[src/rtl/event_generator_if.sv]
// Operator-facing board signals of the event generator: keys, switches, pulse output and display.
interface event_generator_if;
    logic [3:0] KEY;
    logic [9:0] SW;
    logic       PULSE_OUT;
    logic [6:0] HEX0;
    logic [6:0] HEX1;
    logic [9:0] LEDR;

    modport master (
        output KEY,
        output SW,
        input  PULSE_OUT,
        input  HEX0,
        input  HEX1,
        input  LEDR
    );

    modport slave (
        input  KEY,
        input  SW,
        output PULSE_OUT,
        output HEX0,
        output HEX1,
        output LEDR
    );
endinterface

[src/rtl/event_generator.sv]
// Fires a burst of N fixed-width pulses on PULSE_OUT when KEY[0] is released; KEY[1] aborts.
// Remaining count drives two hex digits, busy/done/latched N drive the LEDs.
module event_generator #(
    parameter int unsigned HIGH_CYCLES = 25_000_000,
    parameter int unsigned GAP_CYCLES  = 25_000_000
) (
    input logic             CLOCK_50,
    input logic             reset,
    event_generator_if.slave bus
);

    localparam int unsigned MaxCycles = (HIGH_CYCLES > GAP_CYCLES) ? HIGH_CYCLES : GAP_CYCLES;
    localparam int unsigned TimerW    = (MaxCycles > 1) ? $clog2(MaxCycles) : 1;
    localparam logic [TimerW-1:0] HighLoad = TimerW'(HIGH_CYCLES - 1);
    localparam logic [TimerW-1:0] GapLoad  = TimerW'(GAP_CYCLES - 1);

    typedef enum logic [1:0] {
        StIdle,
        StHigh,
        StGap
    } state_e;

    state_e            state_q, state_d;
    logic [TimerW-1:0] timer_q, timer_d;
    logic [7:0]        remaining_q, remaining_d;
    logic [7:0]        n_lat_q, n_lat_d;
    logic              done_q, done_d;
    logic              pulse_q, pulse_d;
    logic [2:0]        start_sync_q;
    logic [2:0]        abort_sync_q;
    logic              start;
    logic              abort;
    logic [7:0]        sw_count;

    // Key released (active-low button going high) after the first two synchroniser stages.
    assign start    = start_sync_q[1] & ~start_sync_q[2];
    assign abort    = abort_sync_q[1] & ~abort_sync_q[2];
    assign sw_count = bus.SW[7:0];

    logic unused_inputs;
    assign unused_inputs = ^{bus.KEY[3:2], bus.SW[9:8]};

    always_ff @(posedge CLOCK_50 or posedge reset) begin
        if (reset) begin
            state_q      <= StIdle;
            timer_q      <= '0;
            remaining_q  <= '0;
            n_lat_q      <= '0;
            done_q       <= 1'b0;
            pulse_q      <= 1'b0;
            start_sync_q <= 3'b111;
            abort_sync_q <= 3'b111;
        end else begin
            state_q      <= state_d;
            timer_q      <= timer_d;
            remaining_q  <= remaining_d;
            n_lat_q      <= n_lat_d;
            done_q       <= done_d;
            pulse_q      <= pulse_d;
            start_sync_q <= {start_sync_q[1:0], bus.KEY[0]};
            abort_sync_q <= {abort_sync_q[1:0], bus.KEY[1]};
        end
    end

    always_comb begin
        state_d     = state_q;
        timer_d     = timer_q;
        remaining_d = remaining_q;
        n_lat_d     = n_lat_q;
        done_d      = done_q;
        pulse_d     = pulse_q;

        if (abort) begin
            // Abort beats a same-cycle start; in idle it only clears done.
            done_d = 1'b0;
            if (state_q != StIdle) begin
                state_d     = StIdle;
                remaining_d = '0;
                timer_d     = '0;
                pulse_d     = 1'b0;
            end
        end else begin
            unique case (state_q)
                StIdle: begin
                    pulse_d = 1'b0;
                    if (start && (sw_count != 8'd0)) begin
                        n_lat_d     = sw_count;
                        remaining_d = sw_count;
                        timer_d     = HighLoad;
                        done_d      = 1'b0;
                        state_d     = StHigh;
                        pulse_d     = 1'b1;
                    end
                end
                StHigh: begin
                    if (timer_q == '0) begin
                        remaining_d = (remaining_q != 8'd0) ? remaining_q - 8'd1 : 8'd0;
                        pulse_d     = 1'b0;
                        if (remaining_q <= 8'd1) begin
                            state_d = StIdle;
                            done_d  = 1'b1;
                        end else begin
                            timer_d = GapLoad;
                            state_d = StGap;
                        end
                    end else begin
                        timer_d = timer_q - 1'b1;
                    end
                end
                StGap: begin
                    if (timer_q == '0) begin
                        timer_d = HighLoad;
                        state_d = StHigh;
                        pulse_d = 1'b1;
                    end else begin
                        timer_d = timer_q - 1'b1;
                    end
                end
                default: begin
                    state_d = StIdle;
                    pulse_d = 1'b0;
                end
            endcase
        end
    end

    function automatic logic [6:0] seg(input logic [3:0] d);
        logic [6:0] s;
        case (d)
            4'h0:    s = 7'b1000000;
            4'h1:    s = 7'b1111001;
            4'h2:    s = 7'b0100100;
            4'h3:    s = 7'b0110000;
            4'h4:    s = 7'b0011001;
            4'h5:    s = 7'b0010010;
            4'h6:    s = 7'b0000010;
            4'h7:    s = 7'b1111000;
            4'h8:    s = 7'b0000000;
            4'h9:    s = 7'b0010000;
            4'hA:    s = 7'b0001000;
            4'hB:    s = 7'b0000011;
            4'hC:    s = 7'b1000110;
            4'hD:    s = 7'b0100001;
            4'hE:    s = 7'b0000110;
            default: s = 7'b0001110;
        endcase
        return s;
    endfunction

    assign bus.PULSE_OUT = pulse_q;
    assign bus.HEX0      = seg(remaining_q[3:0]);
    assign bus.HEX1      = seg(remaining_q[7:4]);
    assign bus.LEDR      = {n_lat_q, done_q, (state_q != StIdle)};

endmodule

[src/flat_wrapper.sv]
// flat-port wrapper written by rule: the top's interface ports become plain ports
module event_generator_flat 
#(
    parameter int unsigned HIGH_CYCLES = 25_000_000,
    parameter int unsigned GAP_CYCLES  = 25_000_000
)
  (CLOCK_50, reset, bus_KEY, bus_SW, bus_PULSE_OUT, bus_HEX0, bus_HEX1, bus_LEDR);
  event_generator_if bus_i ();
  input logic CLOCK_50;
  input logic reset;
  input wire logic [$bits(bus_i.KEY)-1:0] bus_KEY;
  input wire logic [$bits(bus_i.SW)-1:0] bus_SW;
  output wire logic [$bits(bus_i.PULSE_OUT)-1:0] bus_PULSE_OUT;
  output wire logic [$bits(bus_i.HEX0)-1:0] bus_HEX0;
  output wire logic [$bits(bus_i.HEX1)-1:0] bus_HEX1;
  output wire logic [$bits(bus_i.LEDR)-1:0] bus_LEDR;
  assign bus_i.KEY = bus_KEY;
  assign bus_i.SW = bus_SW;
  assign bus_PULSE_OUT = bus_i.PULSE_OUT;
  assign bus_HEX0 = bus_i.HEX0;
  assign bus_HEX1 = bus_i.HEX1;
  assign bus_LEDR = bus_i.LEDR;
  event_generator #(.HIGH_CYCLES(HIGH_CYCLES), .GAP_CYCLES(GAP_CYCLES)) u_core (.CLOCK_50(CLOCK_50), .reset(reset), .bus(bus_i));
endmodule
[config.mk]
export PLATFORM = sky130hd
export DESIGN_NAME = event_generator_flat
export DESIGN_NICKNAME = d
export VERILOG_FILES = /design/src/rtl/event_generator_if.sv /design/src/rtl/event_generator.sv /design/src/flat_wrapper.sv
export SDC_FILE = /design/constraint.sdc
export NUM_CORES = 1
export LEC_CHECK = 0
export BUFFER_PORTS_ARGS = -buffer_cell sky130_fd_sc_hd__buf_2
export CAP_MARGIN = 0
export CELL_PAD_IN_SITES_DETAIL_PLACEMENT = 1
export CELL_PAD_IN_SITES_GLOBAL_PLACEMENT = 2
export CORE_UTILIZATION = 37
export CTS_BUF_LIST = sky130_fd_sc_hd__clkbuf_8
export DETAILED_ROUTE_END_ITERATION = 10
export GPL_ROUTABILITY_DRIVEN = 0
export PLACE_DENSITY = 0.79
export SYNTH_ARGS = -nofsm -noshare
export SYNTH_HDL_FRONTEND = slang
export SYNTH_SLANG_ARGS = --single-unit
[constraint.sdc]
create_clock -name CLOCK_50 -period 3.3 [get_ports CLOCK_50]
set_input_delay 0.165 -clock CLOCK_50 [delete_from_list [all_inputs] [get_ports CLOCK_50]]
set_output_delay 0.165 -clock CLOCK_50 [all_outputs]
set_load 0.01 [all_outputs]
After elaboration in Yosys (flattened, before gate mapping)
Memories as Yosys holds them, arrays and structs flattened.
Index checks and enable logic that the tools add are counted.

cells by class
  eq/ne operators = 8
  reduce and logical (&&, ||, !) cells = 14
  order comparisons = 1
  add/subtract/negate cells = 2
  bitwise logic cells = 5
  multiplexer cells = 31

operators by type and width
  cell                     number
  $mux W25                 6
  $pmux W25 S3             1
  $mux W8                  5
  $logic_not A25 Y1        1
  $sub A25 B1 Y25 const B  1
  $pmux W8 S2              1
  $reduce_and A4 Y1        4
  $reduce_bool A8 Y1       2
  $mux W2                  6
  $ne A3 B1 Y1 const B     4
  $mux W1                  9
  $le A8 B1 Y1 const B     1
  $sub A8 B1 Y8 const B    1
  $pmux W2 S3              1
  $reduce_and A3 Y1        2
  $ne A4 B3 Y1 const B     1
  $reduce_bool A4 Y1       1
  $not A1 Y1               3
  $pmux W1 S3              1
  $reduce_bool A3 Y1       1
  $and A1 B1 Y1            2
  $eq A2 B1 Y1 const B     1
  $eq A2 B2 Y1 const B     1
  $logic_not A2 Y1         1
  other kinds (4)          4

storage, ports and cells
  bits in read-only memories = 224
  logic and storage cells = 71
  register bits = 51
  input bits = 16
  memories kept = 2
  output and inout port bits = 25

memory list
  name              words  bits a word  read ports  clocked after memory_dff  write ports  RTL line                text
  (name not given)  16     7            1           0                         0            event_generator.sv:129  case (d)
  (name not given)  16     7            1           0                         0            event_generator.sv:129

Depth between registers and ports, before layout
Gate-level depths: netlist (run 1).

  depth in word-level cells = 6
  depth in mapped cells = 10
  mapped depth without buffers = 8

Least setup slack after synthesis (run 1)
No wires, ideal clock.

  kind = reg2reg
  start = reg u_core.timer_q[0]
  end = reg u_core.timer_q[6]
  buffers on the path = 1
  cell stages (with the launch flop) = 10
  arrival time = 2.439 ns
  required time = 3.168 ns
  slack = 0.729 ns
  setup time = 0.132 ns
  period minus slack after synthesis = 2.571 ns
  path through = dfrtp_1 > inv_1 > ha_1 > or4b_1 > or4_1 > o21ai_1 > buf_2 > nor3_1 > o21ai_1 > o41ai_1

between the ends
  cells in the longest elaborated chain, start to end = 4
  elaborated cells on any way between the ends = 8
  classes of those cells = add/sub: 1; eq/ne: 1; mux: 4; reduce/logical: 2

ends and longest elaborated chain
  element                                               RTL line                                       text
  start, declared                                       event_generator.sv:24                          logic [TimerW-1:0] timer_q, timer_d;
  start signal, assigned                                event_generator.sv:55                          timer_q <= timer_d;
  $sub A25 B1 Y25 or $logic_not A25 Y1 (tied branches)  --
  $mux W25 (on tied branches)                           event_generator.sv:111, event_generator.sv:96
  $pmux W25 S3                                          event_generator.sv:83                          unique case (state_q)
  $mux W25                                              event_generator.sv:73                          if (abort) begin

Several ways; a longest one is shown, not always the timed one.
A chain may end at the register's enable or synchronous reset.

Worst setup path after layout (run 1)
  start = reg u_core.timer_q[12]
  end = reg u_core.timer_q[14]

Same word-level chain as after synthesis.

==> metrics, run 1 <==
vias=3123; DRC Markers=4; die area=9660 µm²; worst slew pin tran=1110 ps; fmax=338 MHz; relative slew slack=0.260; VDD IR max=0.000353 V; grt total ovfl=0; area share of fa/ha/maj cells after synthesis=0.0657; fill cell count=1072; predominant post-synthesis flop cell=dfrtp_1; Final Net Count=459; via count of the first global-routing pass=3120; DP HPWL=7240 µm; largest net degree at the start of global routing=51; worst-case clock skew=8.59 ps; I/O pins=41; CTS sink cnt=51; worst skew pair latency=310 ps; power per cell area=950 nW/µm²; cell row count=34; Post-Synth Simple-Gate Area=0.211; Slew Viols, Final=0; Avg Inst Size Synth=8.88 µm²; Unique masters post-synth=59; antenna cells=0; CP endpoint kind=flip-flop; CP Data Arrival Time=3160 ps; LEAKAGE=1.65 nW; Post-Layout Cell Count=534; Max Cap Viol=0; htree depth=2; Post-CTS Setup Inserts=0; Hold Violations, Final=0; Bufs on Longest Clock Path=2; Syn-to-layout area delta=12.6%; core footprint=8850 µm²; total track usage=0.211; crit-path max FO=14; height of the die=98.3 µm; vias per cell=5.85; post-synthesis xor/xnor area fraction=0; first-pass GRT wire length=16300 µm; TritonRoute pass-1 iters=9; post-CTS sizing=0; multiplexer area fraction after synthesis=0.0540; Cells after Synth=386; CTS buffer count=5; Seq/Total Area, Yosys=0.374; Ys Warns=0; largest family of logic cells by synthesized area=compound AO/OA/AOI/OAI gates; CTS tree=built; Port Buffers=36; Mapped Area=3430 µm²; Die Wd=98.3 µm; asr flop ratio synth=1.00; period utilization=0.897; placed cell count=524; antenna violations before repair=0; register-to-register setup slack=340 ps; Starting Density=0.388; clock-pin transition on the worst setup and hold timing paths=100 ps; Worst Path Required=3500 ps; kind of start point of the critical path=flip-flop; total nets after synthesis=420; number of synthesized flops with an enable pin=0; Crit Path Class=reg2reg; Finished Cell Area=3860 µm²; status=finished with violations; Hold Path Class=in2reg; RSZ-0062 raised after global routing=no; #FFs+latches synth=51; failing checks=design-rule violations; final setup TNS=0 ps; wire per inst=18.4 µm; Final Setup Violations=0; WL final=9800 µm; antenna-violating nets left=0; layout cells sized above 1=0.218; crit path time final=2960 ps; Synth Area in Compound Gates=0.243; Pwr Total=3.67 mW; Cell Area, Placed=3760 µm²; initial DRC count=80; Root Buffer=clkbuf_8
-- cells in the final DEF (no fill, tap or decap), types with 4 or more instances in the layout --
cell type and count:
dfrtp_1 45, nor2_1 40, buf_2 36, a21oi_1 27, nand2_1 22, inv_1 19, o21ai_1 18, ha_1 18
o21ai_0 16, buf_4 15, nor3_1 12, a31oi_1 11, nand3_1 9, or4_1 8, mux2_2 8, o31ai_1 7
a22o_1 6, or2_2 6, dfstp_2 6, nor4_1 5, nand2b_1 5, or3_1 5, o22a_1 5, a21o_1 5
mux2i_1 5, clkbuf_8 5, nor2b_1 4, a211oi_1 4, o2bb2ai_1 4
-- registers in the layout, summed over array words and instances (netlist names) --
| name | cells |
|---|---|
| u_core.n_lat_q | 8 |
| u_core.abort_sync_q | 3 |
| u_core.start_sync_q | 3 |
| u_core.bus.PULSE_OUT | 1 |
| u_core.timer_q | 25 |
| u_core.done_q | 1 |
| u_core.remaining_q | 8 |
| u_core.state_q | 2 |
-- power by group --
part	switching, mW	total (mW)	leakage [nW]	internal, mW
Combinational	1.29	2.20	0.991	0.909
Sequential	0.248	1.10	0.616	0.848
Clock	0.224	0.370	0.0453	0.146
Total	1.77	3.67	1.65	1.90
-- layout make-up --
class | instances | area, µm² | share of cell area
multi-input combinational | 293 | 1970 | 0.509
clock inverter | 3 | 16.3 | 0.00421
clock buffer | 5 | 68.8 | 0.0178
timing repair buffer | 53 | 313 | 0.0810
sequential | 51 | 1280 | 0.332
tap | 108 | 135 | 0.0350
inverter | 21 | 78.8 | 0.0204
-- worst max-delay path, stage by stage, from the launching register on --
cell and delay (ps):
dfrtp_1 410, or4_4 570, or4b_4 610, o41ai_2 390
o211a_1 390, buf_4 230, a21oi_1 50, o22a_1 190
-- synth_stat cells (7+ instances only) --
library cell	n	area share
dfrtp_1	45	0.33
inv_1	19	0.021
o31ai_1	7	0.015
o21ai_1	18	0.026
a31oi_1	11	0.020
nand3_1	9	0.013
a21oi_1	27	0.039
or4_1	8	0.018
mux2_2	8	0.026
ha_1	18	0.066
nor2_1	40	0.044
o21ai_0	16	0.023
clkbuf_1	13	0.014
nand2_1	22	0.024
nor3_1	12	0.018
-- path summary, 6_finish.rpt --
path | cells after the start | from | to
min in group asynchronous | 2 | reset | u_core.timer_q[5]
max reg2reg | 7 | u_core.timer_q[12] | u_core.timer_q[14]
max in group asynchronous | 2 | reset | u_core.timer_q[12]
min | 2 | bus_SW[0] | u_core.n_lat_q[0]
max | 7 | u_core.timer_q[12] | u_core.timer_q[14]
min reg2reg | 0 | u_core.abort_sync_q[0] | u_core.abort_sync_q[1]
-- layer usage --
metal / global-route usage / vias to the layer above / routed length (µm)
li1: - / 1513 / -
met2: 0.395 / 35 / 5070
met1: 0.262 / 1566 / 4460
met5: 0 / - / 0
met3: 0.0208 / 9 / 170
met4: 0.0471 / 0 / 96
-- through the flow --
| stage | hold slack, ps | setup slack (ps) | util |
|---|---|---|---|
| 6_report | 114 | 340 | 0.436 |
| 4_1_cts | 119 | 327 | 0.436 |
| 5_1_grt | 122 | 140 | 0.436 |
| 3_5_place_dp | 272 | 346 | 0.424 |
| 2_1_floorplan | 169 | 729 | - |
| 3_3_place_gp | 271 | 365 | 0.424 |
-- repair_timing --
| action | CTS | global route |
|---|---|---|
| hold buffers | 2 | 0 |
| endpoints found under the setup margin | 0 | 0 |
| endpoints found under the hold margin | 2 | 0 |
-- kinds of logic (layout without fill, tap and decap cells) --
logic type | after synthesis | in the layout
AOI/OAI and AO/OA | 126 | 126
adders and majority gates | 18 | 18
buffers and inverters | 42 | 82
DFF | 51 | 51
muxes | 15 | 15
and+or+nand+nor | 134 | 134
Power figures use the tool's default switching activity.
==> run 2, diff against run 1 <==
--- a/config.mk
+++ b/config.mk
@@ -5,15 +5,15 @@
 export SDC_FILE = /design/constraint.sdc
 export NUM_CORES = 1
 export LEC_CHECK = 0
-export BUFFER_PORTS_ARGS = -buffer_cell sky130_fd_sc_hd__buf_2
 export CAP_MARGIN = 0
 export CELL_PAD_IN_SITES_DETAIL_PLACEMENT = 1
 export CELL_PAD_IN_SITES_GLOBAL_PLACEMENT = 2
-export CORE_UTILIZATION = 37
+export CORE_UTILIZATION = 40
 export CTS_BUF_LIST = sky130_fd_sc_hd__clkbuf_8
 export DETAILED_ROUTE_END_ITERATION = 10
+export DONT_BUFFER_PORTS = 1
 export GPL_ROUTABILITY_DRIVEN = 0
-export PLACE_DENSITY = 0.79
+export PLACE_DENSITY = 0.78
 export SYNTH_ARGS = -nofsm -noshare
 export SYNTH_HDL_FRONTEND = slang
 export SYNTH_SLANG_ARGS = --single-unit
==> run 2 against run 1 <==
The flow finishes with violations (negative hold slack). Worst setup slack gained 75 ps. Global-route usage grew 2.4 points. Register-to-register slack gained 70 ps. Final cell count shrank 5.6%. Power shrank 2.7%. Largest power group unchanged. Design area shrank 2.0%. Core utilization grew 2.2 points. Clock power grew 4%. Combinational power shrank 6%. Fmax grew 2.6%. Sequential power is essentially flat. Die area shrank 7.3%.
==> metrics, run 2 (synthesis gave the netlist of run 1 again) <==
Syn-to-layout area delta=10.3%; Worst Path Required=3490 ps (about the same); DRC Markers=0 (-4); max reg flops=25 (unchanged); layout cells sized above 1=0.148 (-0.0704); power per cell area=943 nW/µm² (-0.74%); CP top delay family=simple AND/OR/NAND/NOR gates; vias=3013 (-3.5%); Post-Layout Cell Count=504 (-5.6%); DP HPWL=6880 µm (-5.0%); CTS sink cnt=51 (unchanged); r2r worst-path depth=8 (+1); Final Net Count=432 (-5.9%); Worst R2R End=u_core.timer_q[9]; first-pass GRT wire length=16400 µm (+0.39%); LEAKAGE=1.55 nW (-6.4%); failing checks=negative hold slack; Root Buffer=clkbuf_8; Cell Area, Placed=3590 µm² (-4.4%); VDD IR max=0.000382 V (+8.3%); Int Pwr=1.81 mW (-4.7%); htree depth=2 (unchanged); clock-pin transition on the worst setup and hold timing paths=100 ps (about the same); Crit Path Class=reg2reg; worst slew pin tran=1100 ps (-12.6 ps); Die Wd=94.6 µm (-3.7%); placed cell count=486 (-7.3%); Clock power frac=0.108 (+0.007); critical-path cell list=inv_1 > ha_1 > or4b_1 > or4_1 > o21a_1 > and3_1 > o21ai_1 > o31ai_1; Starting Density=0.415 (+0.0277); CP endpoint kind=flip-flop; Hold Violations, Final=6 (+6); Top reg by flops=u_core.timer_q; worst hold slack=-21.1 ps (-135 ps); biggest regs=u_core.timer_q: 25 flops, u_core.n_lat_q: 8 flops, u_core.remaining_q: 8 flops; fmax=347 MHz (+2.6%); via count of the first global-routing pass=3186 (+2.1%); CP Data Arrival Time=3070 ps (-90 ps); Gate power share=0.579 (-0.022); Finished Cell Area=3780 µm² (-2.0%); antenna violations before repair=0 (unchanged); cell row count=33 (-2.9%); worst skew pair latency=320 ps (about the same); met3 Usage GRT=0.0330 (+0.0123); Post-CTS Setup Inserts=0 (unchanged); worst path buffer plus inverter count=1 (unchanged); largest stage delay on the critical path=620 ps (about the same); Hold Path Class=in2async; met1 Use GR=0.285 (+0.0226); reg2reg start=u_core.timer_q[0]; worst-case clock skew=9.33 ps (+0.739 ps); status=finished with violations; initial DRC count=103 (+29%); relative slew slack=0.268 (+0.00844); period utilization=0.874 (-0.0227); antenna-violating nets left=0 (unchanged); Final Setup Violations=0 (unchanged); WL final=9830 µm (+0.28%); sw frac=0.492 (+0.0103); kind of start point of the critical path=flip-flop; crit path time final=2890 ps (-74.8 ps); busiest grt layer=met2; vias per cell=5.98 (+2.2%); total track usage=0.236 (+0.0242); RSZ-0062 raised after global routing=no; crit-path max FO=12 (-2); most frequent cells in the layout=dfrtp_1 (45), nor2_1 (40), a21oi_1 (27); slowest CP cell=or4_1; height of the die=94.6 µm (-3.7%); antenna cells=0 (unchanged); largest net degree at the start of global routing=52 (+2.0%); CTS buffer count=5 (unchanged); Port Buffers=0 (-100%); wire per inst=19.5 µm (+6.2%); grt total ovfl=0 (unchanged); Bufs on Longest Clock Path=2 (unchanged); most common cell after layout, fill and taps aside=dfrtp_1; final setup TNS=0 ps (unchanged); register-to-register setup slack=410 ps (+70 ps); die area=8950 µm² (-7.3%); core footprint=8260 µm² (-6.7%); Pwr Total=3.57 mW (-2.7%); TritonRoute pass-1 iters=4 (-5); CTS tree=built; Sequential Power Share=0.313 (+0.014); Max Cap Viol=0 (unchanged); switching power=1.75 mW (-0.65%); I/O pins=41 (unchanged); Slew Viols, Final=0 (unchanged); M2 GR Usage=0.436 (+0.0411)
-- run 2: metrics by stage --
stage | hold WS, ps | utilization | setup WS [ps]
floorplan | 169 | - | 729
global placement | 170 | 0.435 | 510
detailed placement | 170 | 0.435 | 455
CTS | 18.3 | 0.458 | 392
global route | 36.0 | 0.458 | 260
finish | -21.1 | 0.458 | 415
-- run 2: how the worst max path moves through the flow --
stage | from | end | slack, ps | cells past startpoint
after detailed placement | u_core.timer_q[0] | u_core.timer_q[9] | 460 | 8
after CTS | u_core.timer_q[0] | u_core.timer_q[9] | 390 | 8
after floorplan | u_core.timer_q[0] | u_core.timer_q[6] | 730 | 9
after global routing | u_core.timer_q[0] | u_core.timer_q[9] | 260 | 8
final | u_core.timer_q[0] | u_core.timer_q[9] | 410 | 8
after global placement | u_core.timer_q[0] | u_core.timer_q[9] | 510 | 8
-- run 2: layer usage --
metal | share of wire | routed length (µm) | up-vias
met5 | 0 | 0 | -
met4 | 0.014 | 135 | 0
met3 | 0.025 | 248 | 10
met2 | 0.51 | 4990 | 33
met1 | 0.45 | 4460 | 1529
li1 | - | - | 1441
-- run 2: area by class of cell --
cell class	count	area, µm²
inverter	21	78.8
clock inverter	3	22.5
clock buffer	5	68.8
timing repair buffer	26	233
sequential	51	1280
fill	1014	4470
tap	105	131
multi-input combinational	293	1970
-- run 2: timing repair --
item                      in CTS  in global routing
hold endpoints to repair      10                  0
gates resized for setup        0                  0
hold buffers                  10                  0
-- run 2: worst register-to-register path, stage by stage (launching register included) --
cell and delay, ps:
dfrtp_1 400, inv_1 100, ha_1 230, or4b_1 550, or4_1 620, o21a_1 410
and3_1 260, o21ai_1 120, o31ai_1 80
-- run 2: power by group through the flow --
stage,combinational (mW),sequential (mW),clock (mW)
5_1_grt,2.29,1.16,0.426
3_3_place_gp,2.01,1.11,0
3_5_place_dp,2.07,1.13,0
4_1_cts,2.09,1.11,0.401
2_1_floorplan,1.57,1.04,0
6_report,2.07,1.12,0.386
